===== config.mk =====
export PLATFORM = sky130hd
export DESIGN_NAME = game_round_ctrl
export DESIGN_NICKNAME = d
export VERILOG_FILES = /design/src/rtl/game_round_ctrl.sv
export SDC_FILE = /design/constraint.sdc
export NUM_CORES = 1
export LEC_CHECK = 0
export ABC_CLOCK_PERIOD_IN_PS = 1950
export CORE_MARGIN = 2
export CORE_UTILIZATION = 48
export CTS_BUF_LIST = sky130_fd_sc_hd__clkbuf_2 sky130_fd_sc_hd__clkbuf_4 sky130_fd_sc_hd__clkbuf_8
export DETAILED_ROUTE_END_ITERATION = 8
export PLACE_DENSITY = 0.78
export SYNTH_ARGS = -nofsm -noshare
export SYNTH_HDL_FRONTEND = slang
export SYNTH_SLANG_ARGS = --single-unit

===== constraint.sdc =====
create_clock -name Clk100M -period 1.95 [get_ports Clk100M]
set_input_delay 0.585 -clock Clk100M [delete_from_list [all_inputs] [get_ports Clk100M]]
set_output_delay 0.585 -clock Clk100M [all_outputs]
set_load 0.01 [all_outputs]

===== src/rtl/game_round_ctrl.sv =====
// Round sequencer for the symbol-counting game: launch, answer window, scoring.
// Optional streak bonus is selected by defining STREAK_BONUS_EN.
module game_round_ctrl #(
  parameter int unsigned NUM_ROUNDS  = 5,
  parameter int unsigned ANSWER_SECS = 10,
  parameter logic [31:0] BASE_MAX    = 32'd100_000_000,
  parameter logic [31:0] MAX_STEP    = 32'd10_000_000,
  parameter logic [31:0] MIN_MAX     = 32'd20_000_000
) (
  input  logic        Clk100M,
  input  logic        Rst_n,
  input  logic        tick1Hz,
  input  logic        startBtn,
  input  logic        periodDone,
  input  logic [7:0]  numSpecial,
  input  logic        answerValid,
  input  logic [7:0]  answerVal,
  output logic        gameSig,
  output logic [31:0] symGenMax,
  output logic [3:0]  round,
  output logic [7:0]  score,
  output logic        answerWindow,
  output logic        correctPulse,
  output logic        missPulse,
  output logic        gameOver
);

  typedef enum logic [2:0] {
    IDLE, LAUNCH, PLAY, ANSWER, SCORE, DONE
  } state_t;

  localparam logic [3:0] LAST = 4'(NUM_ROUNDS - 1);
  localparam logic [7:0] SECS = 8'(ANSWER_SECS);

  state_t      state;
  logic [7:0]  expected;
  logic [7:0]  answerTimer;
  logic [7:0]  inc;
  logic [8:0]  scoreSum;
  logic [32:0] stepFloor;
  logic [31:0] nextMax;

`ifdef STREAK_BONUS_EN
  logic [1:0]  streak;
`endif

  always_comb begin
    inc = 8'd1;
`ifdef STREAK_BONUS_EN
    if (streak >= 2'd2) inc = 8'd2;
`endif
    scoreSum  = {1'b0, score} + {1'b0, inc};
    stepFloor = {1'b0, MIN_MAX} + {1'b0, MAX_STEP};
    // compare in 33 bits so the step never wraps below the floor
    if ({1'b0, symGenMax} >= stepFloor)
      nextMax = symGenMax - MAX_STEP;
    else
      nextMax = MIN_MAX;
  end

  always_ff @(posedge Clk100M or negedge Rst_n) begin
    if (!Rst_n) begin
      state        <= IDLE;
      gameSig      <= 1'b0;
      symGenMax    <= BASE_MAX;
      round        <= 4'd0;
      score        <= 8'd0;
      answerWindow <= 1'b0;
      correctPulse <= 1'b0;
      missPulse    <= 1'b0;
      gameOver     <= 1'b0;
      answerTimer  <= 8'd0;
      expected     <= 8'd0;
`ifdef STREAK_BONUS_EN
      streak       <= 2'd0;
`endif
    end else begin
      gameSig      <= 1'b0;
      correctPulse <= 1'b0;
      missPulse    <= 1'b0;
      unique case (state)
        IDLE, DONE: begin
          if (startBtn) begin
            round     <= 4'd0;
            score     <= 8'd0;
            symGenMax <= BASE_MAX;
            gameOver  <= 1'b0;
            gameSig   <= 1'b1;
`ifdef STREAK_BONUS_EN
            streak    <= 2'd0;
`endif
            state     <= LAUNCH;
          end
        end
        LAUNCH: state <= PLAY;
        PLAY: begin
          if (periodDone) begin
            expected     <= numSpecial;
            answerTimer  <= SECS;
            answerWindow <= 1'b1;
            state        <= ANSWER;
          end
        end
        ANSWER: begin
          // an answer beats a timeout landing in the same cycle
          if (answerValid) begin
            answerWindow <= 1'b0;
            correctPulse <= (answerVal == expected);
            missPulse    <= (answerVal != expected);
            state        <= SCORE;
          end else if (tick1Hz) begin
            answerTimer <= answerTimer - 8'd1;
            if (answerTimer == 8'd1) begin
              answerWindow <= 1'b0;
              missPulse    <= 1'b1;
              state        <= SCORE;
            end
          end
        end
        SCORE: begin
          if (correctPulse) begin
            score <= scoreSum[8] ? 8'hFF : scoreSum[7:0];
`ifdef STREAK_BONUS_EN
            if (streak != 2'd3) streak <= streak + 2'd1;
          end else begin
            streak <= 2'd0;
`endif
          end
          if (round == LAST) begin
            gameOver <= 1'b1;
            state    <= DONE;
          end else begin
            round     <= round + 4'd1;
            symGenMax <= nextMax;
            gameSig   <= 1'b1;
            state     <= LAUNCH;
          end
        end
        default: state <= IDLE;
      endcase
    end
  end

endmodule


==> results.cfg, run 1 <==
[final_layout]
final_util_pct = 69.6
final_common_cell = buf_4
design_area_sq_um = 5000
syn_to_final_growth_pct = 42.6
nets = 529
drive_above_1_share_pct = 28.7
antenna_cells = 0
final_cell_mix = buf_4, dfrtp_1, clkdlybuf4s50_1

[sta]
min_period_ns = 1.97
fmaxAchievable_mhz = 508
post-route-period-util_pct = 101
final_hold_viol_count = 0
setup_viol = 2
finalClockSkew_ns = 0.00754
hold-worst-slack_ns = 0.236
rsz0062_at_grt = yes
final_max_slew_viol_count = 0
layout_setup_ws_ns = -0.0202

[grt]
antenna_found_initial = 0
grt_pass1_wl_um = 15200
grt_pass1_vias = 3290
grt_max_degree = 62
grt_overflow = 0
groute.usage.overall_pct = 24.6

[power]
p_comb_share_pct = 49.1
swShare_pct = 38.6
power_density_nw_per_um2 = 1180
power_switching_uw = 2280
power_frac_seq_pct = 33.8
ir_worst_vdd_v = 0.000735
pwr-share-clk_pct = 17.1
leakage_uw = 0.00232
internal-power_uw = 3630

[routing]
route.detailed.drc = 0
drt_iter0_markers = 185
vias_per_cell = 5.70
postRouteAntennaNets = 0
vias = 3451
wl_per_cell_um = 15.4
first_pass_iters = 4
drt-total-wl_um = 9330

[critical_path]
slowest_delay_ns = 0.56
crit_chain = or4_4, nor4b_2, buf_4, o311ai_2, o21ai_1, nand2_1
required_ns = 2.19
start_kind = flop
crit_fanout = 4
cp-end-kind = flop
critPathTopFamily = simple AND/OR/NAND/NOR gates
crit_arrival_ns = 2.21
path_buf_inv = 1
cp_slowest_cell = or4_4
crit_type = flop to flop

[yosys]
synthesis.area_per_instance_sq_um = 9.44
yosysUniqueCellTypes = 70
synth_top_family_by_area = simple AND/OR/NAND/NOR gates
netlist_instances = 371
yosys-mux-area-fraction_pct = 3.46
synth_top_area_share_pct = 35.0
ys_ff_latch = 61
postSynth.asyncResetShare_pct = 100
synth_simple_gate_area_share_pct = 21.7
ys_top_cells_by_area = dfrtp_1, dfstp_2, nor2_1, xnor2_1, nand2_1
ys_warn_count = 0
synthXorXnorAreaFrac_pct = 4.50
synth_top_area_cell = dfrtp_1
synth-edff-count = 0
synthAdderAreaFrac_pct = 2.14
syn-cell-area_sq_um = 3500
seq_area_frac_synth_pct = 44.0
synth_compound_area_share_pct = 19.6
ys.flop_type = dfrtp_1

[floorplanning]
die_area_sq_um = 8000
coreArea_sq_um = 7180
num_rows = 31
die_h_um = 89.4
pin_count = 71
fp.dieW_um = 89.4
start_util_pct = 48.8

[placed_design]
io_buffers = 63
pre_cts_slack_ns = -0.271
place_area_sq_um = 4630
dp_hpwl_um = 6670
gp_congestion = 0.918

[clock_network]
cts_tree = yes
cts_num_sinks = 61
max-clock-path-buffers = 2
h-tree-depth = 3
clk_pin_slew_worst_paths_ns = 0.07
clock-root-buffer = clkbuf_8
clk_latency_ns = 0.35
numCtsBuffers = 9

[flow_run]
cap_viol_max_count = 0

[hold_path]
hold_path_class = input port to asynchronous set/reset pin

[run_status]
status = finished, violations left
violations = setup timing
-- final cells by class --
cell class | instances | area (sq um)
Clock inverter | 3 | 15.0
Inverter | 11 | 41.3
Tap cell | 99 | 124
Timing Repair Buffer | 131 | 1160
Fill cell | 576 | 2180
Clock buffer | 13 | 154
Sequential cell | 61 | 1550
Multi-Input combinational cell | 287 | 1950
-- cell usage after synthesis, types with 5 or more instances --
cell / n
and3_1: 7
buf_4: 8
o31ai_1: 6
clkbuf_1: 5
xnor2_1: 13
o21ai_0: 11
nor2_1: 32
inv_1: 10
dfstp_2: 12
a31oi_1: 7
nand3_1: 12
xor2_1: 5
nor3_1: 10
dfrtp_1: 49
a211oi_1: 6
o21ai_1: 18
a21oi_1: 18
o21a_1: 6
ha_1: 6
nand2_1: 30
mux2_2: 6
-- worst register-to-register path: stages (launching register included) --
cell and delay (ns):
dfrtp_1 0.39, or4_4 0.56, nor4b_2 0.34, buf_4 0.19, o311ai_2 0.12, o21ai_1 0.21
nand2_1 0.07
-- final timing paths --
check | slack (ns) | end | cells after the start | start
max | -0.02 | state[2] | 6 | answerTimer[4]
max reg2reg | -0.02 | state[2] | 6 | answerTimer[4]
min in group Clk100M | 0.50 | answerWindow | 1 | answerWindow
max in group asynchronous | 1.39 | symGenMax[26] | 2 | Rst_n
min | 0.24 | symGenMax[29] | 2 | Rst_n
min reg2reg | 0.50 | answerWindow | 1 | answerWindow
-- registers in the layout (all words and copies together), names as in the netlist --
| name | flops |
|---|---|
| answerTimer | 8 |
| answerWindow | 1 |
| correctPulse | 1 |
| expected | 8 |
| gameOver | 1 |
| gameSig | 1 |
| missPulse | 1 |
| round | 4 |
| score | 8 |
| state | 3 |
| symGenMax | 25 |
-- kinds of logic after synthesis --
group / Yosys count
AOI/OAI and AO/OA: 104
xor gates and xnor gates: 18
adders and majority gates: 6
buffers and inverters: 29
DFF: 61
muxes: 11
other: 1
and+or+nand+nor: 141
-- power groups by stage --
| stage | logic (uW) | clock network, uW | registers [uW] |
|---|---|---|---|
| after global placement | 2630 | 0 | 2030 |
| final | 2900 | 1010 | 2000 |
| after floorplan | 1470 | 0 | 2090 |
| after detailed placement | 2710 | 0 | 2040 |
| after CTS | 2770 | 1020 | 1980 |
| after global routing | 3190 | 1090 | 2050 |
-- metal layers --
layer | vias up | GRT usage [%] | routed length, um
li1 | 1618 | - | -
met1 | 1687 | 30.0 | 3770
met2 | 126 | 42.5 | 4780
met3 | 20 | 5.82 | 597
met4 | 0 | 8.82 | 184
met5 | - | 0 | 0
-- timing repair --
item,CTS,global route
resized for setup,27,37
buffers inserted,6,3
hold buffers,0,0
setup endpoints to repair,27,31
pin swaps,1,11
-- through the flow --
step / TNS (ns) / total power, uW / std cells
3_5_place_dp: -3.57 / 4760 / 580
2_1_floorplan: -0.118 / 3570 / 377
5_1_grt: -0.610 / 6320 / 605
3_3_place_gp: -2.68 / 4660 / 580
4_1_cts: 0 / 5770 / 602
6_report: -0.0331 / 5910 / 605
No activity file was read; power rests on OpenSTA's default activity.
==> run 2: changes to the inputs <==
- CTS_CLUSTER_SIZE: not set -> 30
- SKIP_LAST_GASP: not set -> 1
==> run 2 against run 1 <==
Effect of this change:
- first-iteration DRC count is 15% lower
- clock skew hardly changed
- critical endpoint is now symGenMax[9]
- cell area fell by 0.45%
- critical path depth up 2
- critical path type unchanged
- worst setup slack got worse by 0.0050 ns
- utilization down 0.31 points
- sequential cell count is the same
- routed wire length fell by 0.84%
- combinational power about the same
- highest routed layer unchanged
- via count shrank 1.5%
- register-to-register slack is essentially flat
- the flow still finishes with violations (setup timing)
==> results.cfg, run 2 (synthesis gave the netlist of run 1 again) <==
[run_status]
status = finished, violations left
violations = setup timing

[power]
leakage_uw = 0.00232
p_comb_share_pct = 49.1
power_frac_seq_pct = 33.8
internal-power_uw = 3630
pwr-share-clk_pct = 17.1
power_density_nw_per_um2 = 1180
ir_worst_vdd_v = 0.000735
swShare_pct = 38.4
power_switching_uw = 2260

[sta]
final_max_slew_viol_count = 0
final_hold_viol_count = 0
layout_setup_ws_ns = -0.0253
fmaxAchievable_mhz = 506
min_period_ns = 1.98
rsz0062_at_grt = yes
setup_viol = 3
finalClockSkew_ns = 0.00744
hold-worst-slack_ns = 0.236
post-route-period-util_pct = 101

[grt]
grtUsageMet1_pct = 30.0
antenna_found_initial = 0
grt_pass1_wl_um = 15200
grt_overflow = 0
grtUsageMet2_pct = 42.5
busiest_layer = met2
grtUsageMet3_pct = 5.82
grt_pass1_vias = 3290
grt_max_degree = 62
groute.usage.overall_pct = 24.6

[clock_network]
cts_hold_buffers = 0
cts_tree = yes
max-clock-path-buffers = 2
clock-root-buffer = clkbuf_8
numCtsBuffers = 9
h-tree-depth = 3
clk_latency_ns = 0.35
clk_pin_slew_worst_paths_ns = 0.07
cts_num_sinks = 61

[floorplanning]
die_h_um = 89.4
coreArea_sq_um = 7180
die_area_sq_um = 8000
fp.dieW_um = 89.4
start_util_pct = 48.8
pin_count = 71
num_rows = 31

[routing]
drt_iter0_markers = 157
vias = 3398
wl_per_cell_um = 15.3
drt-total-wl_um = 9250
vias_per_cell = 5.62
route.detailed.drc = 0
postRouteAntennaNets = 0
first_pass_iters = 4

[critical_path]
start_kind = flop
cp-end-kind = flop
r2r-start = symGenMax[13]
crit_arrival_ns = 2.21
crit_fanout = 8
crit_type = flop to flop
required_ns = 2.18
critPathLaunch = symGenMax[13]

[final_layout]
drive_above_1_share_pct = 27.9
largest_reg_flops = 25
syn_to_final_growth_pct = 42.0
final_common_cell = buf_4
stdcell_count = 605
final_cell_mix = buf_4, dfrtp_1, clkdlybuf4s50_1
final_util_pct = 69.3
nets = 529
top_register = symGenMax
antenna_cells = 0

[placed_design]
gp_congestion = 0.918
dp_cells = 580
pre_cts_slack_ns = -0.271
dp_hpwl_um = 6670
io_buffers = 63

[hold_path]
hold_path_class = input port to asynchronous set/reset pin

[flow_run]
cap_viol_max_count = 0
run 2: worst paths after layout:
path | to | slack [ns] | cells past startpoint
worst min-delay path | symGenMax[7] | 0.24 | 2
worst min register to register | answerWindow | 0.50 | 1
min in group Clk100M | answerWindow | 0.50 | 1
worst max-delay path | symGenMax[9] | -0.03 | 8
worst max register to register | symGenMax[9] | -0.03 | 8
max in group asynchronous | symGenMax[26] | 1.40 | 2
run 2: final cells by class:
cell class	count	area, sq um
Clock buffer	13	154
Clock inverter	3	15.0
Fill cell	578	2200
Inverter	11	41.3
Multi-Input combinational cell	287	1930
Sequential cell	61	1550
Tap cell	99	124
Timing Repair Buffer	131	1160
run 2: critical path: stages (launching register included):
cell,delay [ns]
dfstp_2,0.37
buf_4,0.15
nor4_1,0.32
a21oi_2,0.10
buf_4,0.16
o21a_1,0.20
buf_4,0.17
a21o_1,0.18
a22o_1,0.22
run 2: metal layers:
layer	share of wire (%)	wire [um]	vias up
li1	-	-	1619
met1	41	3840	1653
met2	51	4750	108
met3	5.3	492	18
met4	1.9	177	0
met5	0	0	-
run 2: stage by stage:
stage / instance area [sq um] / total power (uW) / TNS, ns
floorplan: 3540 / 3570 / -0.118
global placement: 4630 / 4660 / -2.68
detailed placement: 4630 / 4760 / -3.57
CTS: 4840 / 5770 / 0
global route: 4970 / 6300 / -0.781
finish: 4970 / 5890 / -0.0595
run 2: timing repair:
| action | in CTS | in global routing |
|---|---|---|
| gates resized for setup | 27 | 32 |
| buffers inserted | 6 | 3 |
| pin swaps | 1 | 11 |
| endpoints found under the setup margin | 27 | 31 |
run 2: power groups by stage:
stage               combinational (uW)  clock [uW]  sequential, uW
floorplan                         1470           0            2090
global placement                  2630           0            2030
detailed placement                2710           0            2040
CTS                               2770        1020            1980
global route                      3180        1080            2040
finish                            2890        1010            1990
